--- config.mk ---
export PLATFORM = sky130hd
export DESIGN_NAME = divider_pipe
export DESIGN_NICKNAME = d
export VERILOG_FILES = /design/src/rtl/divider_pkg.sv /design/src/rtl/divider_pipe_stage.sv /design/src/rtl/divider_pipe.sv
export SDC_FILE = /design/constraint.sdc
export NUM_CORES = 2
export LEC_CHECK = 0
export ABC_AREA = 1
export CAP_MARGIN = 20
export CORE_ASPECT_RATIO = 0.5
export CORE_MARGIN = 1
export CORE_UTILIZATION = 60
export CTS_BUF_LIST = sky130_fd_sc_hd__clkbuf_4 sky130_fd_sc_hd__clkbuf_8
export DETAILED_ROUTE_END_ITERATION = 7
export PLACE_DENSITY = 0.77
export SYNTH_ARGS = -nofsm -noshare
export SYNTH_HDL_FRONTEND = slang
export SYNTH_SLANG_ARGS = --single-unit
--- constraint.sdc ---
create_clock -name clk -period 2.2 [get_ports clk]
set_clock_uncertainty 0.2 [all_clocks]
set_input_delay 0.22 -clock clk [delete_from_list [all_inputs] [get_ports clk]]
set_output_delay 0.22 -clock clk [all_outputs]
set_load 0.1 [all_outputs]
--- src/rtl/divider_pkg.sv ---
// rtl/divider_pkg.sv - shared stage flags and stage-count/latency helpers for divider_pipe
package divider_pkg;

    typedef struct packed {
        logic valid;
        logic q_neg;
        logic r_neg;
        logic zero;
    } stage_flags_t;

    function automatic int stage_count(input int n, input int k);
        return n / k;
    endfunction

    function automatic int pipe_latency(input int n, input int k);
        return stage_count(n, k) + 1;
    endfunction

endpackage

--- src/rtl/divider_pipe_stage.sv ---
// rtl/divider_pipe_stage.sv - K restoring-division steps (MSB first) plus the stage register
module divider_pipe_stage
    import divider_pkg::*;
#(
    parameter int N     = 16,
    parameter int M     = 8,
    parameter int K     = 1,
    parameter int TAG_W = 4
) (
    input  logic             clk,
    input  logic             arst_n,
    input  logic             en,
    input  logic             clr,
    input  stage_flags_t     in_flags,
    input  logic [M-1:0]     in_rem,
    input  logic [N-1:0]     in_dq,
    input  logic [M-1:0]     in_dvs,
    input  logic [TAG_W-1:0] in_tag,
    output stage_flags_t     out_flags,
    output logic [M-1:0]     out_rem,
    output logic [N-1:0]     out_dq,
    output logic [M-1:0]     out_dvs,
    output logic [TAG_W-1:0] out_tag
);

    logic [M-1:0] rem_nxt;
    logic [N-1:0] dq_nxt;
    logic [M:0]   trial;

    // dq: unconsumed dividend bits in the upper part, resolved quotient bits shifting in at the bottom
    always_comb begin
        rem_nxt = in_rem;
        dq_nxt  = in_dq;
        trial   = '0;
        for (int b = 0; b < K; b++) begin
            trial  = {rem_nxt, dq_nxt[N-1]};
            dq_nxt = {dq_nxt[N-2:0], 1'b0};
            if (trial >= {1'b0, in_dvs}) begin
                rem_nxt   = trial[M-1:0] - in_dvs;
                dq_nxt[0] = 1'b1;
            end else begin
                rem_nxt = trial[M-1:0];
            end
        end
    end

    always_ff @(posedge clk or negedge arst_n) begin
        if (!arst_n) begin
            out_flags <= '0;
            out_rem   <= '0;
            out_dq    <= '0;
            out_dvs   <= '0;
            out_tag   <= '0;
        end else begin
            if (clr) begin
                out_flags.valid <= 1'b0;
            end else if (en) begin
                out_flags.valid <= in_flags.valid;
            end
            if (en) begin
                out_flags.q_neg <= in_flags.q_neg;
                out_flags.r_neg <= in_flags.r_neg;
                out_flags.zero  <= in_flags.zero;
                out_rem         <= rem_nxt;
                out_dq          <= dq_nxt;
                out_dvs         <= in_dvs;
                out_tag         <= in_tag;
            end
        end
    end

endmodule

--- src/rtl/divider_pipe.sv ---
// rtl/divider_pipe.sv - pipelined signed/unsigned divider with stall handshake; DIVIDER_PIPE_FLUSH_EN adds flush
module divider_pipe
    import divider_pkg::*;
#(
    parameter int WIDTH_DIVIDEND = 16,
    parameter int WIDTH_DIVISOR  = 8,
    parameter int BITS_PER_STAGE = 1,
    parameter int TAG_W          = 4
) (
    input  logic                      clk,
    input  logic                      arst_n,
`ifdef DIVIDER_PIPE_FLUSH_EN
    input  logic                      flush,
`endif
    input  logic                      in_valid,
    output logic                      in_ready,
    input  logic [WIDTH_DIVIDEND-1:0] dividend,
    input  logic [WIDTH_DIVISOR-1:0]  divisor,
    input  logic                      signed_en,
    input  logic [TAG_W-1:0]          in_tag,
    output logic                      out_valid,
    input  logic                      out_ready,
    output logic [WIDTH_DIVIDEND-1:0] quotient,
    output logic [WIDTH_DIVISOR-1:0]  remainder,
    output logic                      div_zero,
    output logic [TAG_W-1:0]          out_tag
);

    localparam int N = WIDTH_DIVIDEND;
    localparam int M = WIDTH_DIVISOR;
    localparam int K = BITS_PER_STAGE;
    localparam int S = stage_count(N, K);

    generate
        if ((N % K) != 0 || M > N || M < 2) begin : g_bad_cfg
            $error("divider_pipe: WIDTH_DIVIDEND must be a multiple of BITS_PER_STAGE and 2 <= WIDTH_DIVISOR <= WIDTH_DIVIDEND");
        end
    endgenerate

    logic clr;
    logic stall;
    logic en;
    logic dd_neg;
    logic dv_neg;
    logic dv_zero;
    logic [N-1:0] dd_mag;
    logic [M-1:0] dv_mag;

    stage_flags_t     flg [0:S];
    logic [M-1:0]     rem [0:S];
    logic [N-1:0]     dq  [0:S];
    logic [M-1:0]     dvs [0:S];
    logic [TAG_W-1:0] tag [0:S];

`ifdef DIVIDER_PIPE_FLUSH_EN
    assign clr = flush;
`else
    assign clr = 1'b0;
`endif

    assign stall    = out_valid & ~out_ready;
    assign en       = ~stall;
    assign in_ready = ~stall & ~clr;

    assign dv_zero = (divisor == '0);
    assign dd_neg  = signed_en & dividend[N-1];
    assign dv_neg  = signed_en & divisor[M-1];
    assign dd_mag  = dd_neg ? -dividend : dividend;
    assign dv_mag  = dv_neg ? -divisor : divisor;

    // A zero divisor runs the raw dividend unsigned: every trial subtract succeeds, so the
    // quotient fills with ones and the remainder ends up holding the low dividend bits.
    assign flg[0].valid = in_valid & in_ready;
    assign flg[0].q_neg = ~dv_zero & (dd_neg ^ dv_neg);
    assign flg[0].r_neg = ~dv_zero & dd_neg;
    assign flg[0].zero  = dv_zero;
    assign rem[0]       = '0;
    assign dq[0]        = dv_zero ? dividend : dd_mag;
    assign dvs[0]       = dv_mag;
    assign tag[0]       = in_tag;

    generate
        for (genvar i = 1; i <= S; i++) begin : g_stage
            divider_pipe_stage #(
                .N     (N),
                .M     (M),
                .K     (K),
                .TAG_W (TAG_W)
            ) u_stage (
                .clk       (clk),
                .arst_n    (arst_n),
                .en        (en),
                .clr       (clr),
                .in_flags  (flg[i-1]),
                .in_rem    (rem[i-1]),
                .in_dq     (dq[i-1]),
                .in_dvs    (dvs[i-1]),
                .in_tag    (tag[i-1]),
                .out_flags (flg[i]),
                .out_rem   (rem[i]),
                .out_dq    (dq[i]),
                .out_dvs   (dvs[i]),
                .out_tag   (tag[i])
            );
        end
    endgenerate

    always_ff @(posedge clk or negedge arst_n) begin
        if (!arst_n) begin
            out_valid <= 1'b0;
            quotient  <= '0;
            remainder <= '0;
            div_zero  <= 1'b0;
            out_tag   <= '0;
        end else begin
            if (clr) begin
                out_valid <= 1'b0;
            end else if (en) begin
                out_valid <= flg[S].valid;
            end
            if (en) begin
                div_zero  <= flg[S].zero;
                out_tag   <= tag[S];
                quotient  <= flg[S].zero ? '1 : (flg[S].q_neg ? -dq[S] : dq[S]);
                remainder <= flg[S].r_neg ? -rem[S] : rem[S];
            end
        end
    end

endmodule
; ---- Word-level counts from Yosys, hierarchy flattened
; Cells that the tools add are included.
[word_totals]
reg_bits = 662
word_cells = 217
output_inout_bits = 31
[classes]
n_bitwise = 10
n_mux = 38
add_sub_neg = 20
n_lt_le_gt_ge = 16
reduce_logical = 1
[op_table]
columns = cell, count
row1 = 8-bit 2-to-1 mux, 18
row2 = 9-bit by 8-bit greater-or-equal comparator with 1-bit output, 15
row3 = 8-bit subtractor, 15
row4 = 16-bit 2-to-1 mux, 4
row5 = 16-bit negation, 2
row6 = 1-bit 2-to-1 mux, 16
row7 = 8-bit negation, 2
row8 = 1-bit by 8-bit greater-or-equal comparator with 1-bit output, 1
row9 = 8-bit zero test, 1
row10 = 1-bit by 8-bit subtractor with 8-bit output, 1
row11 = 1-bit bitwise AND, 6
row12 = 1-bit inverter, 3
row13 = 1-bit bitwise XOR, 1

; ---- Longest topological paths before layout
[depth]
depth_word = 5
mapped_depth = 17
depth_no_buf = 17

; ---- Hierarchy
; A second synthesis with hierarchy kept.
[hier_totals]
hier_cells = 4615
area_unflattened_um2 = 35934.5
[modules_own_cells]
columns = module, cells_per_inst, instances, area_each_um2, seq_area_each_um2
row1 = divider_pipe_stage at g_stage[10].u_stage ..., 263, 12, 2087.0, 1001.0
row2 = divider_pipe_stage at g_stage[1].u_stage ..., 270, 2, 2100.8, 1001.0
row3 = divider_pipe, 377, 1, 2458.6, 750.7
row4 = divider_pipe_stage at g_stage[16].u_stage, 271, 1, 2117.0, 1001.0
row5 = divider_pipe_stage at g_stage[2].u_stage, 271, 1, 2113.3, 1001.0

; ---- Least setup slack after synthesis
; No wires, ideal clock.
[synth_path]
path_kind = register to register
start = reg out_valid
end = reg g_stage[15].u_stage.out_dq[10]
arrival_time_ns = 2.499
setup_ns = 0.070
path_slack_ns = -0.568
path_stages_with_launch = 8
cell_sequence = dfrtp_1 -> inv_1 -> nor2_4 -> inv_2 -> buf_2 -> clkbuf_1 -> nand2_1 -> nand2_1
[synth_via]
elab_chain_cells = 1
[synth_lines]
columns = element, line_no
row1 = start: declaration, divider_pipe.sv:21  ; output logic out_valid,
row2 = start signal: assignment, divider_pipe.sv:119  ; out_valid <= flg[S].valid;
row3 = 1-bit bitwise AND, divider_pipe.sv:61  ; assign stall = out_valid & ~out_ready;
row4 = end signal: assignment, divider_pipe_stage.sv:65  ; out_dq <= dq_nxt;
row5 = end: declaration, divider_pipe_stage.sv:21  ; output logic [N-1:0] out_dq,
; Every way passes these cells.
; A chain may end at the register's enable or synchronous reset.

; ---- Worst setup path in the final report
[layout_path]
start = reg g_stage[3].u_stage.out_dvs[2]
end = reg g_stage[4].u_stage.out_rem[7]
[layout_via]
elab_chain_cells = 2
[layout_lines]
columns = element, line_no
row1 = start: declaration, divider_pipe_stage.sv:22  ; output logic [M-1:0] out_dvs,
row2 = start signal: assignment, divider_pipe_stage.sv:66  ; out_dvs <= in_dvs;
row3 = 8-bit subtractor or 9-bit by 8-bit greater-or-equal comparator with 1-bit output (tied branches), "divider_pipe_stage.sv:39, divider_pipe_stage.sv:38"
row4 = 8-bit 2-to-1 mux (*), divider_pipe_stage.sv:38  ; if (trial >= {1'b0, in_dvs}) begin
row5 = end signal: assignment, divider_pipe_stage.sv:64  ; out_rem <= rem_nxt;
row6 = end: declaration, divider_pipe_stage.sv:20  ; output logic [M-1:0] out_rem,
; Every way passes the cells marked *; elsewhere a longest branch is shown, timed or not.

==> reports/metrics.yaml <==
timing:
  rsz0062_at_grt: "true"
  layout_setup_ws_ps: 43.3
  timing.fmax_mhz: 464
  final_max_slew_viol_count: 0
  max_slew_margin_pct: 63.0
  worst_pin_slew_ps: 550
  hold_violations: 0
  min_period_ps: 2160
  post-route-period-util_pct: 98.0
  setup_violations: 0
die:
  core_um2: 54100
  fp.dieH_um: 168
  start_util_pct: 61.0
  ioPinCount: 64
  die_w_um: 334
  dieArea_um2: 56000
  placementRows: 60
setup_path:
  end_kind: "flip-flop"
  critPathArrivalTime_ps: 2520
  critical_path_required_ps: 2560
  cp_common_cell: "nand3_1"
  slowest_delay_ps: 390
  start_kind: "flip-flop"
  cp_max_fo: 8
  worst_path_dominant_cell_family: "simple AND/OR/NAND/NOR gates"
  worstSetupPathType: "reg -> reg"
  slowest_stage: "dfrtp_1"
  path_buf_inv: 1
  path_cells: "inv_1 -> ha_4 -> a21oi_1 -> o21ai_2 -> nand2_1 -> nand2_2 -> nand3_4 -> nand2_4 -> nand3_1 -> nand3_1"
cells_and_area:
  area_growth_pct: 15.2
  final_layout_size_suffix_gt1_share_pct: 12.3
  fin_area_um2: 38000
  fin_nets: 4371
routing:
  firstDrtPassIters: 6
  drt_iter0_drc: 2386
  via_per_inst: 5.44
  wl_per_cell_um: 15.8
  drc: 0
  via_count: 27100
  ant_nets: 0
  drt_wl_total_um: 78900
clock_tree:
  clock-root-buffer: "clkbuf_8"
  cts_sinks: 662
  cts_tree: "built"
  cts_buffers: 92
  cts_buffer_depth: 3
  insertion_delay_ps: 710
  clkTransAtPathRegs_ps: 70
  htreeDepth: 3
yosys:
  ys_types: 46
  synth_compound_area_share_pct: 6.37
  yosysWarnings: 0
  yosys.area_share.simple_pct: 30.2
  synthAdderAreaFrac_pct: 5.73
  synth-xor-area-share_pct: 1.54
  syn-cell-area_um2: 33000
  ys_ff_latch: 662
  ys_seq_area_share_pct: 50.2
  synth_cells: 3995
  synth_top_family_by_area: "simple AND/OR/NAND/NOR gates"
  synthesis.nets: 4170
  avgSynthCellArea_um2: 8.26
  synth_mux_area_share_pct: 0
power:
  irDropWorstVdd_v: 0.000854
  p_per_area_nw_per_um2: 1710
  power_mw: 65.1
  cellLeakagePower_nw: 19.6
global_routing:
  grt_pass1_vias: 25900
  track_usage_pct: 28.4
  antenna_found_initial: 1
  overflow: 0
  grt_max_degree: 88
  grt_pass1_wl_um: 130000
place:
  dp_hpwl_um: 54000
  gp_congestion: 0.890
  pre_cts_ws_ps: -567
  dpl-instance-area_um2: 35300
  port_buffers: 63
worst_hold_path:
  hold_path_class: "in -> async"
run_status:
  outcome: "finished clean"
flow_run:
  cap_violations: 0
[stage by stage]
step / util [%] / TNS, ps / cells / hold WS, ps
after floorplan: - / 0 / 3995 / -276
after global placement: 65.3 / -3540 / 4771 / -25.0
after detailed placement: 65.3 / -5020 / 4771 / -21.6
after CTS: 69.4 / 0 / 4946 / 3.08
after global routing: 70.3 / -391 / 4977 / 18.3
final: 70.3 / 0 / 4977 / 41.8
[report_power, final]
part | switching (mW) | internal, mW
clock | 4.81 | 5.73
sequential | 3.73 | 17.7
combinational | 20.7 | 12.5
total | 29.2 | 35.8
[flip-flops by register name, indices dropped and copies added, names as in the netlist]
signal and count:
div_zero 1, out_tag 4, g_stage.u_stage.out_dq 256, g_stage.u_stage.out_flags 64
out_valid 1, g_stage.u_stage.out_rem 128, quotient 16, remainder 8
g_stage.u_stage.out_dvs 120, g_stage.u_stage.out_tag 64
[synthesized netlist by cell type, drive strengths merged]
library cell | instances | share of area (%)
nor3 | 10 | 0.18
inv | 326 | 3.7
nand4 | 127 | 2.5
and2 | 3 | 0.057
nor2 | 156 | 2.2
a21oi | 68 | 1.1
xnor2 | 21 | 0.56
dfrtp | 662 | 50
a31oi | 21 | 0.40
clkinv | 1 | 0.027
nand3b | 34 | 0.81
nand3 | 340 | 5.7
buf | 108 | 1.6
nand2 | 1591 | 19
fa | 15 | 0.91
nor3b | 2 | 0.061
ha | 127 | 4.8
o22ai | 2 | 0.038
a22o | 1 | 0.027
xor2 | 37 | 0.98
o21ai | 253 | 4.0
clkbuf | 51 | 0.58
o21bai | 6 | 0.14
a21o | 27 | 0.61
or2 | 6 | 0.11
[final timing paths]
kind / start / endpoint / slack (ps) / depth (start not counted)
max: g_stage[3].u_stage.out_dvs[2]$_DFFE_PN0N_ / g_stage[4].u_stage.out_rem[7]$_DFFE_PN0N_ / 40 / 10
min reg2reg: g_stage[11].u_stage.out_tag[0]$_DFFE_PN0N_ / g_stage[12].u_stage.out_tag[0]$_DFFE_PN0N_ / 260 / 2
max in group asynchronous: arst_n / g_stage[11].u_stage.out_dq[5]$_DFFE_PN0N_ / 1240 / 4
max reg2reg: g_stage[3].u_stage.out_dvs[2]$_DFFE_PN0N_ / g_stage[4].u_stage.out_rem[7]$_DFFE_PN0N_ / 40 / 10
min in group clk: dividend[2] / g_stage[1].u_stage.out_dq[3]$_DFFE_PN0N_ / 70 / 5
min: arst_n / g_stage[4].u_stage.out_flags[1]$_DFFE_PN0N_ / 40 / 3
[layer usage]
metal | track usage, % | wire (um) | part of all wire [%]
met1 | 42.0 | 37900 | 48
met2 | 42.4 | 34300 | 43
met3 | 6.42 | 5160 | 6.5
met4 | 7.29 | 1580 | 2.0
met5 | 0 | 0 | 0
[logic make-up after synthesis]
| family | after synthesis |
|---|---|
| AO/OA/AOI/OAI | 378 |
| buffers and inverters | 486 |
| adder cells (fa/ha/maj) | 142 |
| AND/OR/NAND/NOR | 2269 |
| flip-flops | 662 |
| XOR/XNOR | 58 |
[cells in the final DEF, fill, tap and decap left out, types with 34 or more instances in the layout]
cell and instances:
buf_4 184, xor2_1 37, nand3_1 319, o21ai_0 190
ha_1 117, nand4_1 124, nand2_1 1555, buf_12 34
nor2_1 128, dfrtp_1 661, inv_1 323, clkbuf_8 111
a21oi_1 60, o21ai_1 47
[layout make-up]
class	instances	area [um^2]
sequential	662	16600
antenna	1	2.50
fill	4262	16100
timing repair buffer	262	2570
clock inverter	19	270
multi-input combinational	2849	14700
inverter	327	1240
timing repair inverter	2	17.5
clock buffer	142	1760
tap	713	892
[timing repair]
item                                    in CTS  in global routing
gates cloned                                 2                  4
buffers inserted                             5                 28
gates resized for setup                      3                 36
pin swaps                                    2                 12
hold buffers                                 8                  0
hold endpoints to repair                   668                  0
endpoints found under the setup margin       1                 97
[tightest hold or removal path, cell delays in order]
cell,delay (ps)
dlygate4sd3_1,560
buf_8,250
buf_12,250
Note: power is estimated with default switching activity, not from simulation.
